### config.mk
export PLATFORM = sky130hd
export DESIGN_NAME = imem_loader
export DESIGN_NICKNAME = d
export VERILOG_FILES = /design/src/rtl/imem_pkg.sv /design/src/rtl/imem_loader_byte_packer.sv /design/src/rtl/imem_loader.sv
export SDC_FILE = /design/constraint.sdc
export NUM_CORES = 1
export LEC_CHECK = 0
export CAP_MARGIN = 20
export CORE_ASPECT_RATIO = 2
export CORE_MARGIN = 5
export CORE_UTILIZATION = 49
export CTS_CLUSTER_SIZE = 20
export DETAILED_ROUTE_END_ITERATION = 16
export GPL_ROUTABILITY_DRIVEN = 0
export GPL_TIMING_DRIVEN = 0
export PLACE_DENSITY = 0.83
export SLEW_MARGIN = 20
export SYNTH_ARGS = -nofsm -noshare
export SYNTH_HDL_FRONTEND = slang
export SYNTH_SLANG_ARGS = --single-unit
export TNS_END_PERCENT = 20
### constraint.sdc
create_clock -name i_clk -period 2.9 [get_ports i_clk]
set_input_delay 0.29 -clock i_clk [delete_from_list [all_inputs] [get_ports i_clk]]
set_output_delay 0.29 -clock i_clk [all_outputs]
set_load 0.01 [all_outputs]
### src/rtl/imem_pkg.sv
// Shared types and constants for the instruction-memory program loader.
// No logic of its own; pure declarations.
// Not applicable: holds no state and applies no flow control.
package imem_pkg;

   // Default instruction memory depth in 32-bit words.
   localparam int IMEM_SIZE = 1024;

   // Starting value of the running XOR over payload bytes.
   localparam logic [7:0] CSUM_INIT = 8'h00;

   // Number of bytes in the little-endian word-count header.
   localparam int LEN_BYTES = 2;

   // Loader session states.
   typedef enum logic [2:0] {
      ST_IDLE   = 3'd0,
      ST_LEN_LO = 3'd1,
      ST_LEN_HI = 3'd2,
      ST_DATA   = 3'd3,
      ST_CSUM   = 3'd4,
      ST_DONE   = 3'd5,
      ST_ERR    = 3'd6
   } loader_state_t;

endpackage

### src/rtl/imem_loader_byte_packer.sv
// Packs accepted bytes little-endian into 32-bit words.
// Latency: word_vld_o pulses the cycle after the lane-3 byte is accepted.
// Backpressure: none; the caller decides when a byte is accepted via acc_i.
module byte_packer (
   input  logic        clk_i,
   input  logic        rst_i,
   input  logic        clr_i,
   input  logic        acc_i,
   input  logic [7:0]  byte_i,
   output logic [1:0]  lane_o,
   output logic [31:0] word_o,
   output logic        word_vld_o
);

   logic [1:0]  lane_q, lane_d;
   logic [31:0] data_q, data_d;
   logic        word_vld_q, word_vld_d;

   // Next-state: shift each new byte in at the top so that after four
   // bytes the first one sits in bits [7:0].
   always_comb begin
      lane_d     = lane_q;
      data_d     = data_q;
      word_vld_d = 1'b0;
      if (clr_i) begin
         lane_d = 2'd0;
         data_d = 32'h0;
      end else if (acc_i) begin
         lane_d     = lane_q + 2'd1;
         data_d     = {byte_i, data_q[31:8]};
         word_vld_d = (lane_q == 2'd3);
      end
   end

   // State registers with synchronous reset.
   always_ff @(posedge clk_i) begin
      if (rst_i) begin
         lane_q     <= 2'd0;
         data_q     <= 32'h0;
         word_vld_q <= 1'b0;
      end else begin
         lane_q     <= lane_d;
         data_q     <= data_d;
         word_vld_q <= word_vld_d;
      end
   end

   assign lane_o     = lane_q;
   assign word_o     = data_q;
   assign word_vld_o = word_vld_q;

endmodule

### src/rtl/imem_loader.sv
// Framed-byte-stream program loader and instruction-memory port arbiter.
// Latency: o_we one cycle after each lane-3 byte; o_done one cycle after the checksum byte.
// Backpressure: o_byte_ready high only while a frame is being received; stalls are lossless.
module imem_loader
   import imem_pkg::*;
#(
   parameter  int SIZE   = IMEM_SIZE,
   localparam int ADDR_W = $clog2(SIZE)
) (
   input  logic              i_clk,
   input  logic              i_rst,
   input  logic              i_start,
   input  logic [7:0]        i_byte,
   input  logic              i_byte_valid,
   output logic              o_byte_ready,
   input  logic [31:0]       i_pc,
   output logic [ADDR_W-1:0] o_mem_addr,
   output logic              o_we,
   output logic [31:0]       o_wdata,
   output logic              o_cpu_hold,
   output logic              o_done,
   output logic              o_err
);

   localparam int LEN_W = 8 * LEN_BYTES;

   loader_state_t     state_q, state_d;
   logic [LEN_W-1:0]  len_q, len_d;
   logic [7:0]        csum_q, csum_d;
   logic [ADDR_W-1:0] widx_q, widx_d;

   logic              pk_clr;
   logic              pk_acc;
   logic [1:0]        pk_lane;
   logic [31:0]       pk_word;
   logic              pk_vld;

   logic [LEN_W-1:0]  len_full;
   logic              last_byte;
   logic              pc_unused;

   byte_packer u_packer (
      .clk_i      (i_clk),
      .rst_i      (i_rst),
      .clr_i      (pk_clr),
      .acc_i      (pk_acc),
      .byte_i     (i_byte),
      .lane_o     (pk_lane),
      .word_o     (pk_word),
      .word_vld_o (pk_vld)
   );

   // Full word count as it will look once the high length byte lands.
   assign len_full = {i_byte, len_q[7:0]};

   // The word being assembled is the one at widx_q: the previous word's
   // write (and increment) always completes before the next lane-3 byte.
   assign last_byte = (pk_lane == 2'd3) && ((int'(widx_q) + 1) == int'(len_q));

   // Next-state, datapath updates and outputs for the loader FSM.
   always_comb begin
      state_d      = state_q;
      len_d        = len_q;
      csum_d       = csum_q;
      widx_d       = widx_q;
      pk_clr       = 1'b0;
      pk_acc       = 1'b0;
      o_byte_ready = 1'b0;
      o_cpu_hold   = 1'b1;
      o_done       = 1'b0;
      o_err        = 1'b0;

      // Advance past each written word, saturating so a full-depth load
      // leaves the index on the last word instead of wrapping to zero.
      if (pk_vld && (widx_q != ADDR_W'(SIZE - 1))) begin
         widx_d = widx_q + ADDR_W'(1);
      end

      unique case (state_q)
         ST_IDLE: begin
            o_cpu_hold = 1'b0;
            if (i_start) begin
               state_d = ST_LEN_LO;
               len_d   = '0;
               csum_d  = CSUM_INIT;
               widx_d  = '0;
               pk_clr  = 1'b1;
            end
         end
         ST_LEN_LO: begin
            o_byte_ready = 1'b1;
            if (i_byte_valid) begin
               len_d[7:0] = i_byte;
               state_d    = ST_LEN_HI;
            end
         end
         ST_LEN_HI: begin
            o_byte_ready = 1'b1;
            if (i_byte_valid) begin
               len_d = len_full;
               if (int'(len_full) > SIZE) begin
                  state_d = ST_ERR;
               end else if (len_full == '0) begin
                  state_d = ST_CSUM;
               end else begin
                  state_d = ST_DATA;
               end
            end
         end
         ST_DATA: begin
            o_byte_ready = 1'b1;
            if (i_byte_valid) begin
               pk_acc = 1'b1;
               csum_d = csum_q ^ i_byte;
               if (last_byte) begin
                  state_d = ST_CSUM;
               end
            end
         end
         ST_CSUM: begin
            o_byte_ready = 1'b1;
            if (i_byte_valid) begin
               state_d = (i_byte == csum_q) ? ST_DONE : ST_ERR;
            end
         end
         ST_DONE: begin
            o_done  = 1'b1;
            state_d = ST_IDLE;
         end
         ST_ERR: begin
            o_err = 1'b1;
            if (i_start) begin
               state_d = ST_LEN_LO;
               len_d   = '0;
               csum_d  = CSUM_INIT;
               widx_d  = '0;
               pk_clr  = 1'b1;
            end
         end
         default: begin
            state_d = ST_IDLE;
         end
      endcase
   end

   // Loader state registers with synchronous reset.
   always_ff @(posedge i_clk) begin
      if (i_rst) begin
         state_q <= ST_IDLE;
         len_q   <= '0;
         csum_q  <= CSUM_INIT;
         widx_q  <= '0;
      end else begin
         state_q <= state_d;
         len_q   <= len_d;
         csum_q  <= csum_d;
         widx_q  <= widx_d;
      end
   end

   // The loader owns the shared address port for the whole session.
   assign o_mem_addr = o_cpu_hold ? widx_q : i_pc[ADDR_W+1:2];
   assign o_we       = pk_vld;
   assign o_wdata    = pk_word;

   // PC bits outside the word-address field are deliberately ignored.
   assign pc_unused  = ^{i_pc[31:ADDR_W+2], i_pc[1:0]};

endmodule

Yosys cells after proc, flatten, opt, wreduce, memory -nomap -nowiden
Cells that the tools add are included.
{ "classes": {"add_sub_neg": 3, "n_lt_le_gt_ge": 1, "eq_ne": 16, "n_mux": 30, "bitwise_logic": 3, "reduce_logical": 15} }
{ "ops": {"columns": ["operator", "n"], "rows": [
  ["$mux 10", 4],
  ["$mux 16", 2],
  ["$pmux 8 s2", 2],
  ["$mux 3", 8],
  ["$mux 8", 3],
  ["$pmux 8 s3", 1],
  ["$eq 11x16->1", 1],
  ["$gt 16x11->1 const B", 1],
  ["$logic_not 16->1", 1],
  ["$pmux 3 s5", 1],
  ["$add 10x1->11 const B", 1],
  ["$add 10x1->10 const B", 1],
  ["$ne 10x10->1 const B", 1],
  ["$ne 2x2->1 const B", 5],
  ["$eq 3x3->1 const B", 3],
  ["$eq 8x8->1", 1],
  ["$mux 1", 8],
  ["$xor 8x8->8", 1],
  ["$eq 3x2->1 const B", 2],
  ["$reduce_and 3->1", 2],
  ["$reduce_and 6->1", 1],
  ["$reduce_bool 2->1", 3],
  ["$reduce_and 4->1", 1],
  ["$reduce_or 2->1", 2],
  ["other kinds (10)", 12]
]} }
{ "word_totals": {"ff_bits": 72, "input_bits": 44, "output_inout_bits": 47, "word_cells": 76} }

Longest topological paths before layout
{ "logic_depth": {"depth_word": 6, "mapped_depth": 9, "mapped_depth_nobuf": 7} }

Modules after synthesis
Synthesis repeated with hierarchy kept, for this count alone.
{ "hier_totals": {"cells_unflattened": 396, "hier_area_um2": 3627.2} }
{ "by_module_without_submodules": {"columns": ["mod", "instances", "cells_each", "area_each_um2"], "rows": [
  ["imem_loader", 1, 281, 2329.7],
  ["byte_packer", 1, 115, 1297.5]
]} }

Least setup slack after synthesis
OpenSTA, ideal clock, no wires.
{ "synth_path": {"kind": "register to register", "startpoint": "register widx_q[0]", "endpoint": "register state_q[0]", "setup_ns": 0.121, "arrival_time_ns": 2.046, "required_ns": 2.779, "slack_ns": 0.733, "path_stages_with_launch": 9, "synth_period_minus_slack_ns": 2.167, "cell_sequence": "dfxtp_1 -> ha_1 -> and3_4 -> buf_6 -> a2111o_1 -> o221a_1 -> o21ai_2 -> a31oi_2 -> mux2_4"} }
{ "synth_via": {"elab_chain_cells": 5} }
{ "synth_rtl": {"columns": ["element", "line", "rtl"], "rows": [
  ["from (decl)", "imem_loader.sv:30", "logic [ADDR_W-1:0] widx_q, widx_d;"],
  ["from (signal assigned)", "imem_loader.sv:157", "widx_q <= widx_d;"],
  ["$add 10x1->11", "imem_loader.sv:58", "assign last_byte = (pk_lane == 2'd3) && ((int'(widx_q) + 1) == int'(len_q));"],
  ["$eq 11x16->1", "imem_loader.sv:58", null],
  ["$logic_and 1x1->1", "imem_loader.sv:58", null],
  ["$ne 2x2->1 (no line)", null, null],
  ["$reduce_and 6->1 (no line)", null, null],
  ["to (signal assigned)", "imem_loader.sv:154", "state_q <= state_d;"],
  ["to (decl)", "imem_loader.sv:27", "loader_state_t state_q, state_d;"]
]} }
No other way between the ends.
A chain may end at the register's enable or synchronous reset.

Worst setup path in the final report
{ "layout_path": {"startpoint": "register state_q[1]", "endpoint": "output o_mem_addr[2]"} }
{ "layout_via": {"elab_chain_cells": 2} }
{ "layout_rtl": {"columns": ["element", "line", "rtl"], "rows": [
  ["$logic_not 3->1", "imem_loader.sv:79", "unique case (state_q)"],
  ["$mux 10", "imem_loader.sv:162", "assign o_mem_addr = o_cpu_hold ? widx_q : i_pc[ADDR_W+1:2];"],
  ["to (decl)", "imem_loader.sv:17", "output logic [ADDR_W-1:0] o_mem_addr,"]
]} }
No other way between the ends.

==> results.cfg <==
[status]
status = finished clean

[timing]
finalClockSkew_ns = 0.0105
rsz0062_at_grt = no
hold_viol = 0
period_share = 0.926
fin_setup_tns_ns = 0
fmax_mhz = 372
worst_slew_pin_slew_ns = 0.761
setup_slack_ns = 0.214
setup_violations = 0
maxSlewHeadroom = 0.489
fin_crit_ns = 2.69
slew_viol_final = 0

[clock_tree]
path_clk_slew_ns = 0.05
cts_root_buffer = clkbuf_16
clock_latency_ns = 0.33
hold_buffers = 0
cts.repair.resized = 2
post_cts_buffers = 0
cts.sinks = 72
cts_tree = yes
numCtsBuffers = 9
htreeDepth = 3
clock_path_buffers = 2

[logic_synthesis]
avgSynthCellArea_um2 = 8.21
synth_warnings = 0
synth_fp_nets = 485
synth-main-ff-cell = dfxtp_1
synthAdderAreaFrac = 0.00694
ys_async_sr_fraction = 0
synth.distinct_cells = 58
synth-compound-area-share = 0.145
seq_area_frac_synth = 0.400
syn_area_mm2 = 0.00361
synth_edf_count = 0
yosys.area_share.xor_xnor = 0.0607
synth-simple-area-share = 0.256
synth_top_family_by_area = simple AND/OR/NAND/NOR gates
synthCells = 439
ys_seq_elements = 72
muxShareOfSynthArea = 0.0881

[detailed_routing]
drt_iter0_drc = 134
wl_um = 9930
vias_per_cell = 5.58
wl_per_cell_um = 16.2
drc = 0
dr.pass1.iters = 4
ant_nets = 0
dr_total_vias = 3419

[die]
core_mm2 = 0.00721
boundaryPins = 91
die_h_um = 131
dieArea_mm2 = 0.00928
initial_utilization = 0.500
die_w_um = 70.7
rows = 44

[worst_setup_path]
r2r_cells = 8
r2r-start = widx_q[0]
r2r_slack_ns = 0.35
worstPathArrival_ns = 2.40
cp_max_fo = 10
cp-end-kind = primary output
required_ns = 2.61
crit_path_start = state_q[1]
reg2reg_to = state_q[0]
start_kind = flop
crit_type = reg -> out
endpoint = o_mem_addr[2]

[power]
p_leak_uw = 0.00166
powerDensity_mw_per_mm2 = 703
peakVddDrop_uv = 448

[finish]
final_common_cell = nand2_1
antenna_cells = 0
design_area_mm2 = 0.00469
drive_gt1_frac = 0.121
layout.nets = 563
final_core_util = 0.650
syn2layout_area_growth_pct = 30.0
fillers = 583
mostFrequentLayoutCells = nand2_1, dfxtp_1, clkdlybuf4s50_1
final_cell_count_no_fill = 613

[worst_hold_path]
holdCritPathClass = reg -> reg

[placement]
pre_cts_ws_ns = 0.133
place_area_mm2 = 0.00439
dp_hpwl_um = 7580
dp.cells = 598
portBuffers = 67

[grt]
grt.total_usage = 0.217
grt_pass1_wl_um = 16100
grt_pass1_vias = 3512
overflow = 0
grt_max_degree = 12
antenna_found_initial = 0

[job]
cap_violations = 0
worst max-delay path, stage by stage, from the launching register on:
cell and delay (ns):
dfxtp_1 0.30, buf_2 0.17, nor3_2 0.41, clkbuf_2 0.34, mux2_2 0.36, clkdlybuf4s50_1 0.48
logic make-up after synthesis:
| group | Yosys count |
|---|---|
| DFF | 72 |
| xor gates and xnor gates | 25 |
| adders and majority gates | 2 |
| buffers and inverters | 33 |
| muxes | 30 |
| and+or+nand+nor | 188 |
| AOI/OAI and AO/OA | 89 |
stage by stage:
stage / total power (uW) / hold WS, ns
6_report: 3290 / 0.457
3_3_place_gp: 2200 / 0.443
3_5_place_dp: 2220 / 0.446
2_1_floorplan: 1840 / 0.426
5_1_grt: 3430 / 0.480
4_1_cts: 3310 / 0.454
layer usage:
layer  up-vias  GRT usage  part of all wire
li1       1666          -                 -
met4         0      0.153             0.061
met1      1601      0.199              0.35
met5         -          0                 0
met2       107      0.399              0.54
met3        45     0.0550             0.054
layout make-up:
cell class / instances / area, um2 / share of cell area
Clock inverter: 3 / 42.5 / 0.00908
Timing Repair Buffer: 67 / 671 / 0.143
Inverter: 6 / 22.5 / 0.00481
Multi-Input combinational cell: 334 / 2010 / 0.429
Buffer: 27 / 138 / 0.0294
Sequential cell: 72 / 1440 / 0.308
Tap cell: 92 / 115 / 0.0246
Clock buffer: 12 / 246 / 0.0526
report_power, final:
| group | switching [uW] | total, uW | internal (uW) |
|---|---|---|---|
| clock | 397 | 1080 | 683 |
| sequential | 65.7 | 1130 | 1060 |
| combinational | 585 | 1090 | 502 |
| total | 1050 | 3290 | 2250 |
how the worst min path moves through the flow:
stage	slack, ns	cells past startpoint	endpoint	start
final	0.46	2	u_packer.word_o[1]	u_packer.word_o[1]
after global routing	0.48	2	u_packer.word_o[1]	u_packer.word_o[1]
after CTS	0.45	2	u_packer.word_o[1]	u_packer.word_o[1]
after detailed placement	0.45	2	u_packer.word_o[1]	u_packer.word_o[1]
after global placement	0.44	2	u_packer.word_o[1]	u_packer.word_o[1]
after floorplan	0.43	2	u_packer.word_o[24]	i_byte[0]
cells in the mapped netlist (2+ instances only):
cell / count / area [um2]
buf_6: 2 / 22.5
ha_1: 2 / 25.0
a31oi_1: 2 / 12.5
clkbuf_1: 9 / 33.8
or2_2: 7 / 43.8
inv_2: 2 / 7.51
nor2b_1: 2 / 12.5
nor2_1: 46 / 173
o21ai_0: 13 / 65.1
or4_1: 2 / 15.0
inv_1: 4 / 15.0
or3_1: 3 / 18.8
xnor2_1: 22 / 193
nand2b_1: 2 / 12.5
and3_1: 2 / 12.5
nor3_1: 8 / 40.0
and4_1: 2 / 17.5
nand2_1: 77 / 289
and2_1: 11 / 68.8
buf_1: 2 / 7.51
nand3_1: 5 / 25.0
buf_2: 13 / 65.1
nand4_1: 3 / 18.8
mux2i_1: 19 / 190
o21ai_1: 8 / 40.0
a211o_1: 2 / 17.5
nor4_1: 5 / 31.3
dfxtp_1: 72 / 1440
o211ai_1: 3 / 22.5
xor2_1: 3 / 26.3
and3_2: 2 / 15.0
mux2_2: 10 / 113
a21oi_1: 49 / 245
sequential cells by signal, indices dropped and copies added, names as in the netlist:
name	cells
len_q	16
u_packer.word_o	32
widx_q	10
csum_q	8
u_packer.word_vld_o	1
u_packer.lane_o	2
state_q	3
Note: power is estimated with default switching activity, not from simulation.
